[src/rtl/window_3x3_gen.sv]
// window_3x3_gen -- 3x3 sliding-window generator for raster video.
//
// The caller supplies one pixel column per cycle: the current line's pixel
// plus the two column-aligned pixels from the previous two lines. The block
// keeps the last three columns in a 3x3 register array. It emits a window
// only when all nine taps belong to the current frame and to the correct
// lines, so border windows are never produced.
//
// Ports
//   clk, rst        single clock; asynchronous active-high reset
//   i_valid         one column accepted per cycle when high
//   i_width/height  frame geometry, sampled at pixel (0,0) of each frame
//   i_data_r0..r2   newest line .. two lines earlier, same column
//   o_valid         o_window holds a complete in-frame window
//   o_window        element (r,c) at [DATA_WIDTH*(3*r+c) +: DATA_WIDTH]
//                   r=0 is the oldest row, c=0 is the leftmost column
//   o_col/o_row     centre coordinates of o_window
//   o_frame_done    pulses with the output of the frame's last pixel
module window_3x3_gen #(
    parameter int DATA_WIDTH = 8,
    parameter int MAX_WIDTH  = 2048
) (
    input  logic                    clk,
    input  logic                    rst,
    input  logic                    i_valid,
    input  logic [15:0]             i_width,
    input  logic [15:0]             i_height,
    input  logic [DATA_WIDTH-1:0]   i_data_r0,
    input  logic [DATA_WIDTH-1:0]   i_data_r1,
    input  logic [DATA_WIDTH-1:0]   i_data_r2,
    output logic                    o_valid,
    output logic [9*DATA_WIDTH-1:0] o_window,
    output logic [15:0]             o_col,
    output logic [15:0]             o_row,
    output logic                    o_frame_done
);

    // [r][c] packing places element (r,c) at bit offset DATA_WIDTH*(3*r+c),
    // which is exactly the o_window layout.
    typedef logic [2:0][2:0][DATA_WIDTH-1:0] win_t;

    logic [15:0] col_q, col_d, row_q, row_d;
    logic [15:0] width_q, width_d, height_q, height_d;
    win_t        win_q, win_d;
    win_t        o_window_q, o_window_d;
    logic [15:0] o_col_q, o_col_d, o_row_q, o_row_d;
    logic        o_valid_q, o_valid_d;
    logic        o_frame_done_q, o_frame_done_d;

    logic        frame_start;
    logic [15:0] eff_w, eff_h;
    logic        last_col, last_row;

    // Zero-sized frames degenerate to a single pixel; oversize is clamped.
    function automatic logic [15:0] clamp_dim(input logic [15:0] v);
        if (v == 16'd0)
            return 16'd1;
        else if (32'(v) > MAX_WIDTH)
            return 16'(MAX_WIDTH);
        else
            return v;
    endfunction

    always_comb begin
        // The (0,0) pixel must already see the freshly sampled geometry,
        // otherwise a 1-wide line would not wrap on its first pixel.
        frame_start = (col_q == 16'd0) && (row_q == 16'd0);
        eff_w       = frame_start ? clamp_dim(i_width)  : width_q;
        eff_h       = frame_start ? clamp_dim(i_height) : height_q;
        last_col    = (col_q == eff_w - 16'd1);
        last_row    = (row_q == eff_h - 16'd1);

        col_d          = col_q;
        row_d          = row_q;
        width_d        = width_q;
        height_d       = height_q;
        win_d          = win_q;
        o_window_d     = o_window_q;
        o_col_d        = o_col_q;
        o_row_d        = o_row_q;
        o_valid_d      = 1'b0;
        o_frame_done_d = 1'b0;

        if (i_valid) begin
            width_d  = eff_w;
            height_d = eff_h;

            for (int r = 0; r < 3; r++) begin
                win_d[r][0] = win_q[r][1];
                win_d[r][1] = win_q[r][2];
            end
            win_d[0][2] = i_data_r2;
            win_d[1][2] = i_data_r1;
            win_d[2][2] = i_data_r0;

            o_window_d = win_d;
            o_col_d    = col_q - 16'd1;
            o_row_d    = row_q - 16'd1;
            // col>=2 guarantees the two older columns were accepted on this
            // same line, so stale previous-line columns never escape.
            o_valid_d      = (col_q >= 16'd2) && (row_q >= 16'd2);
            o_frame_done_d = last_col && last_row;

            if (last_col) begin
                col_d = 16'd0;
                row_d = last_row ? 16'd0 : row_q + 16'd1;
            end else begin
                col_d = col_q + 16'd1;
            end
        end
    end

    always_ff @(posedge clk or posedge rst) begin
        if (rst) begin
            col_q          <= '0;
            row_q          <= '0;
            width_q        <= 16'd1;
            height_q       <= 16'd1;
            win_q          <= '0;
            o_window_q     <= '0;
            o_col_q        <= '0;
            o_row_q        <= '0;
            o_valid_q      <= 1'b0;
            o_frame_done_q <= 1'b0;
        end else begin
            col_q          <= col_d;
            row_q          <= row_d;
            width_q        <= width_d;
            height_q       <= height_d;
            win_q          <= win_d;
            o_window_q     <= o_window_d;
            o_col_q        <= o_col_d;
            o_row_q        <= o_row_d;
            o_valid_q      <= o_valid_d;
            o_frame_done_q <= o_frame_done_d;
        end
    end

    assign o_valid      = o_valid_q;
    assign o_window     = o_window_q;
    assign o_col        = o_col_q;
    assign o_row        = o_row_q;
    assign o_frame_done = o_frame_done_q;

endmodule

[config.mk]
export PLATFORM = sky130hd
export DESIGN_NAME = window_3x3_gen
export DESIGN_NICKNAME = d
export VERILOG_FILES = /design/src/rtl/window_3x3_gen.sv
export SDC_FILE = /design/constraint.sdc
export NUM_CORES = 1
export LEC_CHECK = 0
export ABC_AREA = 0
export BUFFER_PORTS_ARGS = -buffer_cell sky130_fd_sc_hd__buf_2
export CORE_UTILIZATION = 56
export CTS_CLUSTER_DIAMETER = 200
export DETAILED_ROUTE_END_ITERATION = 8
export PLACE_DENSITY = 0.82
export SYNTH_ARGS = -nofsm -noshare
export SYNTH_HDL_FRONTEND = slang
export SYNTH_SLANG_ARGS = --single-unit
[constraint.sdc]
create_clock -name clk -period 7.9 [get_ports clk]
set_clock_uncertainty 0.15 [all_clocks]
set_input_delay 1.58 -clock clk [delete_from_list [all_inputs] [get_ports clk]]
set_output_delay 1.58 -clock clk [all_outputs]
set_load 0.005 [all_outputs]
Yosys cells after proc, flatten, opt, wreduce, memory -nomap -nowiden
Cells that the tools add are included.

Reduce and logical (&&, ||, !) cells: 8. $lt $le $gt $ge: 4. Add/subtract/negate cells: 6. Multiplexer cells: 10. Equal/unequal tests: 2.

Operator list (number): 16-bit 2-to-1 mux (8); 16-bit logical NOT (4); 16-bit by 1-bit subtractor with 16-bit output (second input constant) (4); 16-bit by 1-bit adder with 16-bit output (second input constant) (2); 16-bit == test (2); 16-bit by 2-bit greater-or-equal comparator with 1-bit output (second input constant) (2); 16-bit by 12-bit > comparator with 1-bit output (second input constant) (2); 1-bit logical AND (3); 1-bit 2-to-1 mux (2); 2-bit AND reduction (1).

Output and inout bits: 106. Word-level logic and storage cells: 47. Register bits after elaboration: 170.

Longest topological paths before layout
Gate-level depths: netlist (run 1).

Word-level depth: 8. Mapped depth: 23. Mapped depth without buffers: 17.

Least setup slack after synthesis (run 1)
Ideal clock, no wire load.

Kind: input-to-reg. Start: input i_width[15]. End: register row_q[3]. Data arrival time: 5.125 ns. Slack: 2.507 ns. Library setup time: 0.118 ns. Path buffers: 4. Cell stages on the path: 19. Cells stage by stage: or4_1 nand2b_1 clkbuf_1 nor4_1 a21oi_2 ha_1 clkbuf_1 nand4b_1 nand3_1 and3_1 o21ai_0 o21ai_0 nor4_1 nand4_1 nor4_4 buf_6 buf_4 o21ai_0 a21o_1.

Cells in the longest elaborated chain, start to end: 7. Elaborated cells between the ends (all ways): 8. Those cells by class: 1 x add/sub; 1 x order compare; 1 x eq/ne; 3 x mux; 2 x reduce/logical.

Ends and longest elaborated chain: start: declaration (line 26) `input logic [15:0] i_width,`; 16-bit by 12-bit > comparator with 1-bit output (line 58) `else if (32'(v) > MAX_WIDTH)`; 16-bit 2-to-1 mux (line 58); 16-bit 2-to-1 mux (*) (line 56) `if (v == 16'd0)`; 16-bit 2-to-1 mux (*) (line 68) `eff_w = frame_start ? clamp_dim(i_width) : width_q;`; 16-bit by 1-bit subtractor with 16-bit output (*) (line 70) `last_col = (col_q == eff_w - 16'd1);`; 16-bit == test (*) (line 70); 2-bit AND reduction (no line) (*); end signal: assignment (line 127) `row_q <= row_d;`; end: declaration (line 42) `logic [15:0] col_q, col_d, row_q, row_d;`.

Mark *: on every way between the ends. The rest lies on a longest branch, timed or not. A chain may end at the register's enable or synchronous reset.

Worst setup path in the final report (run 1)
Start: register row_q[5]. End: register row_q[10].

Cells in the longest elaborated chain, start to end: 6. Elaborated cells between the ends (all ways): 11. Those cells by class: 3 x add/sub; 2 x eq/ne; 3 x mux; 3 x reduce/logical.

Ends and longest elaborated chain: 16-bit logical NOT (line 67) `frame_start = (col_q == 16'd0) && (row_q == 16'd0);`; 1-bit logical AND (line 67); 16-bit 2-to-1 mux (on tied branches) (line 69, 68); 16-bit by 1-bit subtractor with 16-bit output (on tied branches) (line 71, 70); 16-bit == test (on tied branches) (line 71, 70); 16-bit 2-to-1 mux / 2-bit AND reduction (equally long branches).

Several ways; a longest one is shown, not always the timed one.

==> metrics, run 1 <==
Avg Cell Area, Syn 9.82 um^2; RSZ-0062 raised after global routing false; post-DR wirelength/cell 18.2 um; period utilization 84.2%; CP Launch Type flop; vias in the first global route 7,903; vias per cell 6.07; H-tree depth 4; final global-route overflow total 0; post-route setup TNS 0 ns; measured slew at the worst slew-check pin 1.27 ns; Final Max Tran Viols 0; chip height 132 um; CTS Hold Bufs 0; Post-CTS Setup Bufs 0; TritonCTS buffer count 17; Worst Reg-to-Reg Cells 16; # diodes 0; Hold Path Cell Cnt 1; Fmax 150 MHz; TritonRoute pass-1 iters 5; RR Endpoint row_q[10]; first-pass GRT wire length 40,000 um; worst hold path class flop to flop; number of remaining DRC errors 0; HP Start width_q[15]; Syn Nets 1,033; post-synth cell types 73; final setup fails 0; CTS Buffer Depth 2; Post-synth ARST share 100%; num ports 165; Global Route Usage Sum 28.7%; Slowest-stage cell, CP nor4_4; Die Width 132 um; CP cell instances or4_4 -> nor4b_2 -> and4_1 -> nand2_4 -> a21oi_1 -> ha_1 -> nand3_1 -> nor4_1 -> xnor2_1 -> a21oi_1 -> xor2_1 -> nor4_1 -> nand4_1 -> nor4_4 -> o21ai_0 -> a21bo_1; Hold Path Sink width_q[15]; post-CTS sizing 0; Comb pwr share 18.6%; Final min period 6.65 ns; internal power 1680 uW; starting density of the core 57.3%; Min Hold Slack 0.336 ns; Lkg Pwr 0.00495 uW; crit-path max cell delay 0.99 ns; Final Hold Vio Count 0; Synth Flop Type dfrtp_1; Finished Layout Cells 1,320; number of synthesized flops with an enable pin 0; std cell rows 47; Synth Register Bits 170; CTS tree done; antenna violations before repair 0; post-synthesis sequential area ratio 45.0%; clk_lat worst skew 0.42 ns; Netlist Area Pre-Place 9470 um^2; largest net degree at the start of global routing 93; Worst Path Required 8.06 ns; clock root buffer clkbuf_16; count of clock tree sinks 170; max-cap violations 0; Critical Path AT 6.81 ns; Area growth syn-to-layout 15.1%; Reg power frac 45.5%; Final HPWL DP 16,400 um; final weighted congestion in routability-driven placement 0.905; core area 16,500 um^2; nets 1,157; clk slew on worst S/H paths 0.07 ns; CP max FO 36; Switch Pwr 689 uW; ANT nets after route 0; port bufs 164; clock share of power 35.9%; Crit Path Category flop to flop; yosys warns 0; Slew HR 14.5%; Layout Utilization 66.0%; sw frac 29.1%; die area 17,400 um^2; pwr dens 217 nW/um^2; status finished, final reports clean; placed cell count 1,289; FF-to-FF setup slack 1.25 ns; VDD IR-drop max 0.000148 V; r2r startpoint row_q[5]; Via Count 8,010; initial drt markers 881; final WL 24,000 um; Worst setup EP type flop; post-synthesis cell count 964; proportion of layout cells with a drive suffix above 1 27.3%
-- cell usage after synthesis, types with 4 or more instances --
| master | number | area [um^2] |
|---|---|---|
| xor2_1 | 23 | 201 |
| o311ai_0 | 4 | 35.0 |
| nand4_1 | 8 | 50.1 |
| xnor2_1 | 48 | 420 |
| and3_1 | 26 | 163 |
| nand2b_1 | 10 | 62.6 |
| and4_1 | 5 | 43.8 |
| and2_1 | 13 | 81.3 |
| buf_2 | 5 | 25.0 |
| o22ai_1 | 4 | 25.0 |
| and4bb_1 | 9 | 113 |
| a21o_1 | 12 | 90.1 |
| mux2_2 | 73 | 822 |
| nor4_1 | 18 | 113 |
| or3_1 | 9 | 56.3 |
| o21ai_0 | 71 | 355 |
| nor3_1 | 33 | 165 |
| ha_1 | 10 | 125 |
| nor2b_1 | 8 | 50.1 |
| clkbuf_1 | 43 | 161 |
| or4_1 | 5 | 37.5 |
| o211ai_1 | 4 | 30.0 |
| nor2_1 | 81 | 304 |
| buf_4 | 6 | 45.0 |
| mux2i_1 | 8 | 80.1 |
| inv_1 | 14 | 52.6 |
| buf_6 | 7 | 78.8 |
| dfrtp_1 | 168 | 4200 |
| nand2_1 | 60 | 225 |
| o31ai_1 | 5 | 37.5 |
| a31oi_1 | 14 | 87.6 |
| nand3b_1 | 4 | 30.0 |
| buf_1 | 7 | 26.3 |
| nand3_1 | 29 | 145 |
| a21oi_1 | 59 | 295 |
-- cells in the final DEF (no fill, tap or decap), types with 9 or more instances in the layout --
master / synthesis / final
nand3_1: 29 / 29
o21ai_0: 71 / 71
and2_1: 13 / 13
a21oi_1: 59 / 59
buf_2: 5 / 163
or3_1: 9 / 9
a31oi_1: 14 / 14
dfrtp_1: 168 / 168
inv_1: 14 / 13
and3_1: 26 / 26
ha_1: 10 / 10
nor4_1: 18 / 18
xnor2_1: 48 / 48
clkbuf_16: 0 / 17
a21o_1: 12 / 12
xor2_1: 23 / 23
and4bb_1: 9 / 9
nor2_1: 81 / 81
nor3_1: 33 / 33
buf_4: 6 / 10
nand2_1: 60 / 60
nand2b_1: 10 / 10
mux2_2: 73 / 73
-- how the worst max path moves through the flow --
| stage | end | from |
|---|---|---|
| floorplan | col_q[0] | rst |
| global placement | row_q[10] | i_width[15] |
| detailed placement | row_q[10] | i_height[4] |
| CTS | row_q[10] | row_q[5] |
| global route | row_q[6] | row_q[5] |
| finish | row_q[10] | row_q[5] |
-- power groups by stage --
stage / logic [uW] / clock network, uW / registers (uW)
floorplan: 296 / 0 / 1050
global placement: 422 / 0 / 1080
detailed placement: 436 / 0 / 1090
CTS: 441 / 864 / 1080
global route: 486 / 895 / 1090
finish: 440 / 851 / 1080
-- critical path: cells and delay by family, from the launching register on --
kind / cells / cell delay [ns]
AO/OA/AOI/OAI: 4 / 0.96
flip-flops: 1 / 0.48
XOR/XNOR: 2 / 0.32
AND/OR/NAND/NOR: 9 / 4.13
adder cells (fa/ha/maj): 1 / 0.46
-- cell families (layout without fill, tap and decap cells) --
kind of cell | Yosys count | after routing | synth area share, %
AND/OR/NAND/NOR | 342 | 342 | 20.2
flip-flops | 170 | 170 | 45.0
adder cells (fa/ha/maj) | 10 | 10 | 1.32
multiplexers | 81 | 81 | 9.53
AO/OA/AOI/OAI | 206 | 206 | 13.2
XOR/XNOR | 71 | 71 | 6.57
buffers and inverters | 84 | 220 | 4.19
-- flip-flops by register name (all words and copies together), names as in the netlist, 16 cells and up --
register / count
height_q: 16
row_q: 16
width_q: 16
col_q: 16
o_col: 16
o_window: 72
o_row: 16
-- per-layer routing --
layer  track usage (%)  wire, um  part of all wire (%)  up-vias
met5                 0         0                     0        -
met4              12.7       805                   3.4        0
met3              5.61      1340                   5.6       66
met2              47.6     11900                    49      319
met1              36.6      9990                    42     3918
li1                  -         -                     -     3707
-- cell type report --
type | count | area [um^2]
Inverter | 16 | 65.1
Tap cell | 220 | 275
Clock inverter | 11 | 133
Clock buffer | 20 | 467
Timing Repair Buffer | 173 | 891
Sequential cell | 170 | 4260
Multi-Input combinational cell | 710 | 4810
Fill cell | 1268 | 5620
-- metrics by stage --
stage	power (uW)	area [um^2]	setup WS [ns]
4_1_cts	2380	10900	1.37
6_report	2370	10900	1.25
3_5_place_dp	1520	10300	1.44
3_3_place_gp	1510	10300	1.57
2_1_floorplan	1350	9470	1.57
5_1_grt	2470	10900	0.699
Power figures use the tool's default switching activity.
==> inputs of run 2 (changes only) <==
==> constraint.sdc (replaced) <==
create_clock -name clk -period 6.8 [get_ports clk]
set_clock_uncertainty 0.15 [all_clocks]
set_input_delay 1.36 -clock clk [delete_from_list [all_inputs] [get_ports clk]]
set_output_delay 1.36 -clock clk [all_outputs]
set_load 0.005 [all_outputs]
==> run 2 against run 1 <==
Core utilization up 0.22 points. Die area unchanged. Final area up 0.33%. Critical path depth up 1. First-iteration DRC count down 1.9%. Worst setup slack worse by 0.60 ns. Combinational power up 16%. Global-route usage up 0.54 points. Critical endpoint is now row_q[3]. Flip-flop and latch count unchanged. Worst hold slack better by 0.0065 ns.
==> metrics, run 2 (synthesis gave the netlist of run 1 again) <==
ANT nets after route 0 (unchanged); vias in the first global route 7,689 (was 7,903); Slew HR 18.1% (was 14.5%); chip height 132 um (unchanged); first-pass GRT wire length 40,300 um (was 40,000 um); # diodes 0 (unchanged); clock root buffer clkbuf_16 (unchanged); nets 1,160 (was 1,157); Post-CTS Setup Bufs 0 (unchanged); TritonCTS buffer count 17 (unchanged); Slowest-stage cell, CP and4_1 (was nor4_4); die area 17,400 um^2 (unchanged); pwr dens 255 nW/um^2 (was 217 nW/um^2); final WL 24,700 um (was 24,000 um); RR Endpoint row_q[3] (was row_q[10]); crit-path max cell delay 0.77 ns (was 0.99 ns); most frequent cells in the layout 168 x dfrtp_1, 163 x buf_2, 81 x nor2_1 (unchanged); WP buf/inv 1 (was 0); Final Max Tran Viols 0 (unchanged); max reg flops 72 (unchanged); final weighted congestion in routability-driven placement 0.951 (was 0.905); std cell rows 47 (unchanged); placed cell count 1,292 (was 1,289); final global-route overflow total 0 (unchanged); starting density of the core 57.3% (unchanged); Hold Path Cell Cnt 1 (unchanged); Min Hold Slack 0.342 ns (was 0.336 ns); CTS tree done (unchanged); CTS Buffer Depth 2 (unchanged); clk slew on worst S/H paths 0.07 ns (about the same); Critical Path AT 6.32 ns (was 6.81 ns); status finished, final reports clean (unchanged); Area growth syn-to-layout 15.5% (was 15.1%); num ports 165 (unchanged); Lkg Pwr 0.00497 uW (was 0.00495 uW); VDD IR-drop max 0.000226 V (was 0.000148 V); HP Start width_q[15] (unchanged); clk_lat worst skew 0.43 ns (was 0.42 ns); Worst Path Required 6.97 ns (was 8.06 ns); port bufs 164 (unchanged); antenna violations before repair 0 (unchanged); largest net degree at the start of global routing 103 (was 93); TritonRoute pass-1 iters 6 (was 5); Final Hold Vio Count 0 (unchanged); r2r startpoint row_q[5] (unchanged); proportion of layout cells with a drive suffix above 1 27.4% (was 27.3%); Die Width 132 um (unchanged); commonest non-fill, non-tap cell in the layout dfrtp_1 (unchanged); worst hold path class flop to flop (unchanged); initial drt markers 864 (was 881); CTS Hold Bufs 0 (unchanged); FF-to-FF setup slack 0.65 ns (was 1.25 ns); total power 2780 uW (was 2370 uW); measured slew at the worst slew-check pin 1.23 ns (was 1.27 ns); Crit Path Category flop to flop (unchanged); period utilization 90.5% (was 84.2%); post-DR wirelength/cell 18.7 um (was 18.2 um); RSZ-0062 raised after global routing false (unchanged); Final min period 6.15 ns (was 6.65 ns); post-CTS sizing 0 (unchanged); post-route setup TNS 0 ns (unchanged); Global Route Usage Sum 29.3% (was 28.7%); H-tree depth 4 (unchanged); number of remaining DRC errors 0 (unchanged); Final HPWL DP 16,600 um (was 16,400 um); CP Launch Type flop (unchanged); Worst setup EP type flop (unchanged); CP cell instances or4_4 -> nor4b_2 -> and4_1 -> nand2_4 -> a21oi_1 -> ha_1 -> nand3_1 -> nor4_1 -> xnor2_1 -> a21oi_1 -> xor2_1 -> nor4_1 -> nand4_1 -> nor4_4 -> buf_4 -> o21ai_0 -> a21o_1 (was or4_4 -> nor4b_2 -> and4_1 -> nand2_4 -> a21oi_1 -> ha_1 -> nand3_1 -> nor4_1 -> xnor2_1 -> a21oi_1 -> xor2_1 -> nor4_1 -> nand4_1 -> nor4_4 -> o21ai_0 -> a21bo_1); CP max FO 40 (was 36); final setup fails 0 (unchanged); Finished Layout Cells 1,324 (was 1,320); core area 16,500 um^2 (unchanged); Worst Reg-to-Reg Cells 17 (was 16); Hold Path Sink width_q[15] (unchanged); vias per cell 6.02 (was 6.07); Via Count 7,974 (was 8,010); Fmax 163 MHz (was 150 MHz); max-cap violations 0 (unchanged); count of clock tree sinks 170 (unchanged); Layout Utilization 66.2% (was 66.0%); cell family with most CP delay simple AND/OR/NAND/NOR gates (unchanged)
run 2: changes by cell type in the layout (fill, tap and decap cells not counted), sizes merged:
cell,change
bufinv,+1
clkinv,-2
inv,+3
clkbuf,-1
buf,+3
run 2: area by class of cell:
class,instances,area [um^2]
well taps,220,275
flip-flops and latches,170,4260
inverters,16,65.1
repair buffers,176,913
clock inverters,13,180
clock buffers,19,433
fillers,1297,5590
multi-input cells,710,4810
run 2: how the worst max path moves through the flow:
stage,startpoint,to,cells past startpoint
2_1_floorplan,rst,col_q[0],1
5_1_grt,row_q[5],row_q[3],17
3_3_place_gp,row_q[5],row_q[8],17
4_1_cts,row_q[5],row_q[3],17
6_report,row_q[5],row_q[3],17
3_5_place_dp,row_q[7],row_q[3],17
run 2: routing by layer:
metal | share of wire [%] | vias up | global-route usage [%] | routed length, um
met2 | 50 | 316 | 47.8 | 12300
li1 | - | 3725 | - | -
met4 | 3.0 | 0 | 12.6 | 739
met1 | 42 | 3872 | 38.4 | 10400
met5 | 0 | - | 0 | 0
met3 | 5.5 | 61 | 5.11 | 1370
run 2: per-stage QoR:
stage,setup WS (ns),area (um^2)
2_1_floorplan,0.690,9470
3_3_place_gp,1.03,10300
3_5_place_dp,0.914,10300
4_1_cts,0.724,10900
5_1_grt,0.204,10900
6_report,0.648,10900
run 2: worst reg2reg max path: cells and delay by family (launching register included):
family / cells / cell delay, ns
and+or+nand+nor: 9 / 3.40
xor gates and xnor gates: 2 / 0.32
AOI/OAI and AO/OA: 4 / 0.84
DFF: 1 / 0.48
buffers and inverters: 1 / 0.40
adders and majority gates: 1 / 0.44
run 2: power by group:
group	leakage (uW)	internal, uW	switching [uW]	total, uW
registers	0.00209	1130	124	1250
logic	0.00259	247	264	511
clock network	0.000293	590	429	1020
==> inputs of run 3 (changes only) <==
--- a/config.mk
+++ b/config.mk
@@ -10,6 +10,7 @@
 export CORE_UTILIZATION = 56
 export CTS_CLUSTER_DIAMETER = 200
 export DETAILED_ROUTE_END_ITERATION = 8
+export MAX_ROUTING_LAYER = met4
 export PLACE_DENSITY = 0.82
 export SYNTH_ARGS = -nofsm -noshare
 export SYNTH_HDL_FRONTEND = slang
==> run 3 against run 2 <==
Fmax up 8.8%. Core utilization rose by 0.11 points. Clock power shrank 4%. Sequential share of layout area is 0.067 points lower. Wire length decreased by 3.3%. Register-to-register slack improved by 0.50 ns. Clock-buffer cell count down 2. Final area rose by 0.17%. Combinational power barely moved. Critical path depth is 1 lower. Largest power group unchanged.
==> metrics, run 3 (synthesis gave the netlist of run 1 again) <==
vias in the first global route 7,671 (was 7,689); final worst-path setup slack 1.14 ns (was 0.648 ns); starting density of the core 57.3% (unchanged); std cell rows 47 (unchanged); largest net degree at the start of global routing 82 (was 103); Via Count 7,921 (was 7,974); worst hold path class flop to flop (unchanged); chip height 132 um (unchanged); Final HPWL DP 16,800 um (was 16,600 um); crit-path max cell delay 0.59 ns (was 0.77 ns); ANT nets after route 0 (unchanged); first-pass GRT wire length 39,100 um (was 40,300 um); Worst setup EP type flop (unchanged); core area 16,500 um^2 (unchanged); Lkg Pwr 0.00499 uW (was 0.00497 uW); Area growth syn-to-layout 15.7% (was 15.5%); H-tree depth 4 (unchanged); Crit Path Category flop to flop (unchanged); proportion of layout cells with a drive suffix above 1 27.8% (was 27.4%); commonest non-fill, non-tap cell in the layout dfrtp_1 (unchanged); final setup fails 0 (unchanged); count of clock tree sinks 170 (unchanged); Slowest-stage cell, CP nor4_1 (was and4_1); num ports 165 (unchanged); Final Hold Vio Count 0 (unchanged); TritonRoute pass-1 iters 6 (unchanged); Final Max Tran Viols 0 (unchanged); max-cap violations 0 (unchanged); final weighted congestion in routability-driven placement 0.950 (was 0.951); Layout Utilization 66.3% (was 66.2%); RSZ-0062 raised after global routing false (unchanged); CP max FO 36 (was 40); most used cell, CP nor4_1; Slew HR 16.8% (was 18.1%); clock root buffer clkbuf_16 (unchanged); Post-CTS Setup Bufs 0 (unchanged); die area 17,400 um^2 (unchanged); number of remaining DRC errors 0 (unchanged); clk slew on worst S/H paths 0.07 ns (about the same); CTS Buffer Depth 2 (unchanged); post-CTS sizing 0 (unchanged); period utilization 83.2% (was 90.5%); post-DR wirelength/cell 18.0 um (was 18.7 um); post-route setup TNS 0 ns (unchanged); final WL 23,900 um (was 24,700 um); vias per cell 5.96 (was 6.02); Final min period 5.66 ns (was 6.15 ns); most frequent cells in the layout 168 x dfrtp_1, 163 x buf_2, 81 x nor2_1 (unchanged); Die Width 132 um (unchanged); CTS Hold Bufs 0 (unchanged); nets 1,164 (was 1,160); Worst Path Required 7.03 ns (was 6.97 ns); initial drt markers 635 (was 864); Fmax 177 MHz (was 163 MHz); final global-route overflow total 0 (unchanged); antenna violations before repair 0 (unchanged); CP Launch Type flop (unchanged); pwr dens 250 nW/um^2 (was 255 nW/um^2); placed cell count 1,296 (was 1,292); Global Route Usage Sum 29.1% (was 29.3%); port bufs 164 (unchanged); status finished, final reports clean (unchanged); CP cell instances or4_4 -> nor4b_2 -> and4_1 -> nand2_4 -> a21oi_1 -> ha_1 -> nand3_1 -> nor4_1 -> xnor2_1 -> a21oi_1 -> xor2_1 -> nor4_1 -> nand2_1 -> nor4_1 -> nor4bb_1 -> a21o_1 (was or4_4 -> nor4b_2 -> and4_1 -> nand2_4 -> a21oi_1 -> ha_1 -> nand3_1 -> nor4_1 -> xnor2_1 -> a21oi_1 -> xor2_1 -> nor4_1 -> nand4_1 -> nor4_4 -> buf_4 -> o21ai_0 -> a21o_1); clk_lat worst skew 0.43 ns (about the same); Critical Path AT 5.88 ns (was 6.32 ns); # diodes 0 (unchanged); VDD IR-drop max 0.000207 V (was 0.000226 V); CTS tree done (unchanged); Min Hold Slack 0.337 ns (was 0.342 ns); measured slew at the worst slew-check pin 1.24 ns (was 1.23 ns); pre-CTS WS 1.11 ns (was 0.914 ns); TritonCTS buffer count 17 (unchanged); max reg flops 72 (unchanged); Finished Layout Cells 1,328 (was 1,324)
-- run 3: cell types whose count changed in the layout (fill, tap and decap cells not counted) --
cell / before / now
buf_4: 13 / 17
inv_8: 2 / 5
bufinv_16: 3 / 1
clkbuf_1: 2 / 0
clkinv_8: 0 / 2
clkinvlp_4: 2 / 0
clkinv_2: 0 / 1
clkinv_4: 1 / 2
inv_6: 6 / 5
-- run 3: layer usage --
metal / up-vias / wire, um / track usage (%)
met5: - / 0 / -
met4: 0 / 793 / 12.5
met3: 61 / 1290 / 5.61
met2: 304 / 11800 / 46.2
met1: 3822 / 10000 / 36.4
li1: 3734 / - / -
-- run 3: power by group --
part           total, uW  internal, uW  switching, uW
clock network        983           528            455
registers           1250          1130            120
logic                510           247            262
-- run 3: critical path, delay by kind of cell, from the launching register on --
| kind | cells | cell delay (ns) |
|---|---|---|
| DFF | 1 | 0.51 |
| xor gates and xnor gates | 2 | 0.33 |
| adders and majority gates | 1 | 0.43 |
| and+or+nand+nor | 10 | 3.59 |
| AOI/OAI and AO/OA | 3 | 0.57 |
-- run 3: metrics by stage --
| stage | area, um^2 | power [uW] |
|---|---|---|
| floorplan | 9470 | 1560 |
| global placement | 10400 | 1750 |
| detailed placement | 10400 | 1770 |
| CTS | 11000 | 2750 |
| global route | 11000 | 2860 |
| finish | 11000 | 2740 |
-- run 3: path summary, 6_finish.rpt --
path / startpoint / to / slack, ns / cells past startpoint
max: row_q[5] / row_q[2] / 1.14 / 16
min: o_row[1] / o_row[1] / 0.34 / 2
max reg2reg: row_q[5] / row_q[2] / 1.14 / 16
min reg2reg: o_row[1] / o_row[1] / 0.34 / 2
max in group asynchronous: rst / width_q[4] / 4.38 / 3
min in group asynchronous: rst / o_window[60] / 0.80 / 2
-- run 3: cell type report --
| class | instances | area (um^2) |
|---|---|---|
| Multi-Input combinational cell | 710 | 4810 |
| Tap cell | 220 | 275 |
| Clock buffer | 17 | 425 |
| Sequential cell | 170 | 4260 |
| Timing Repair Buffer | 180 | 943 |
| Inverter | 16 | 65.1 |
| Fill cell | 1299 | 5570 |
| Clock inverter | 15 | 176 |
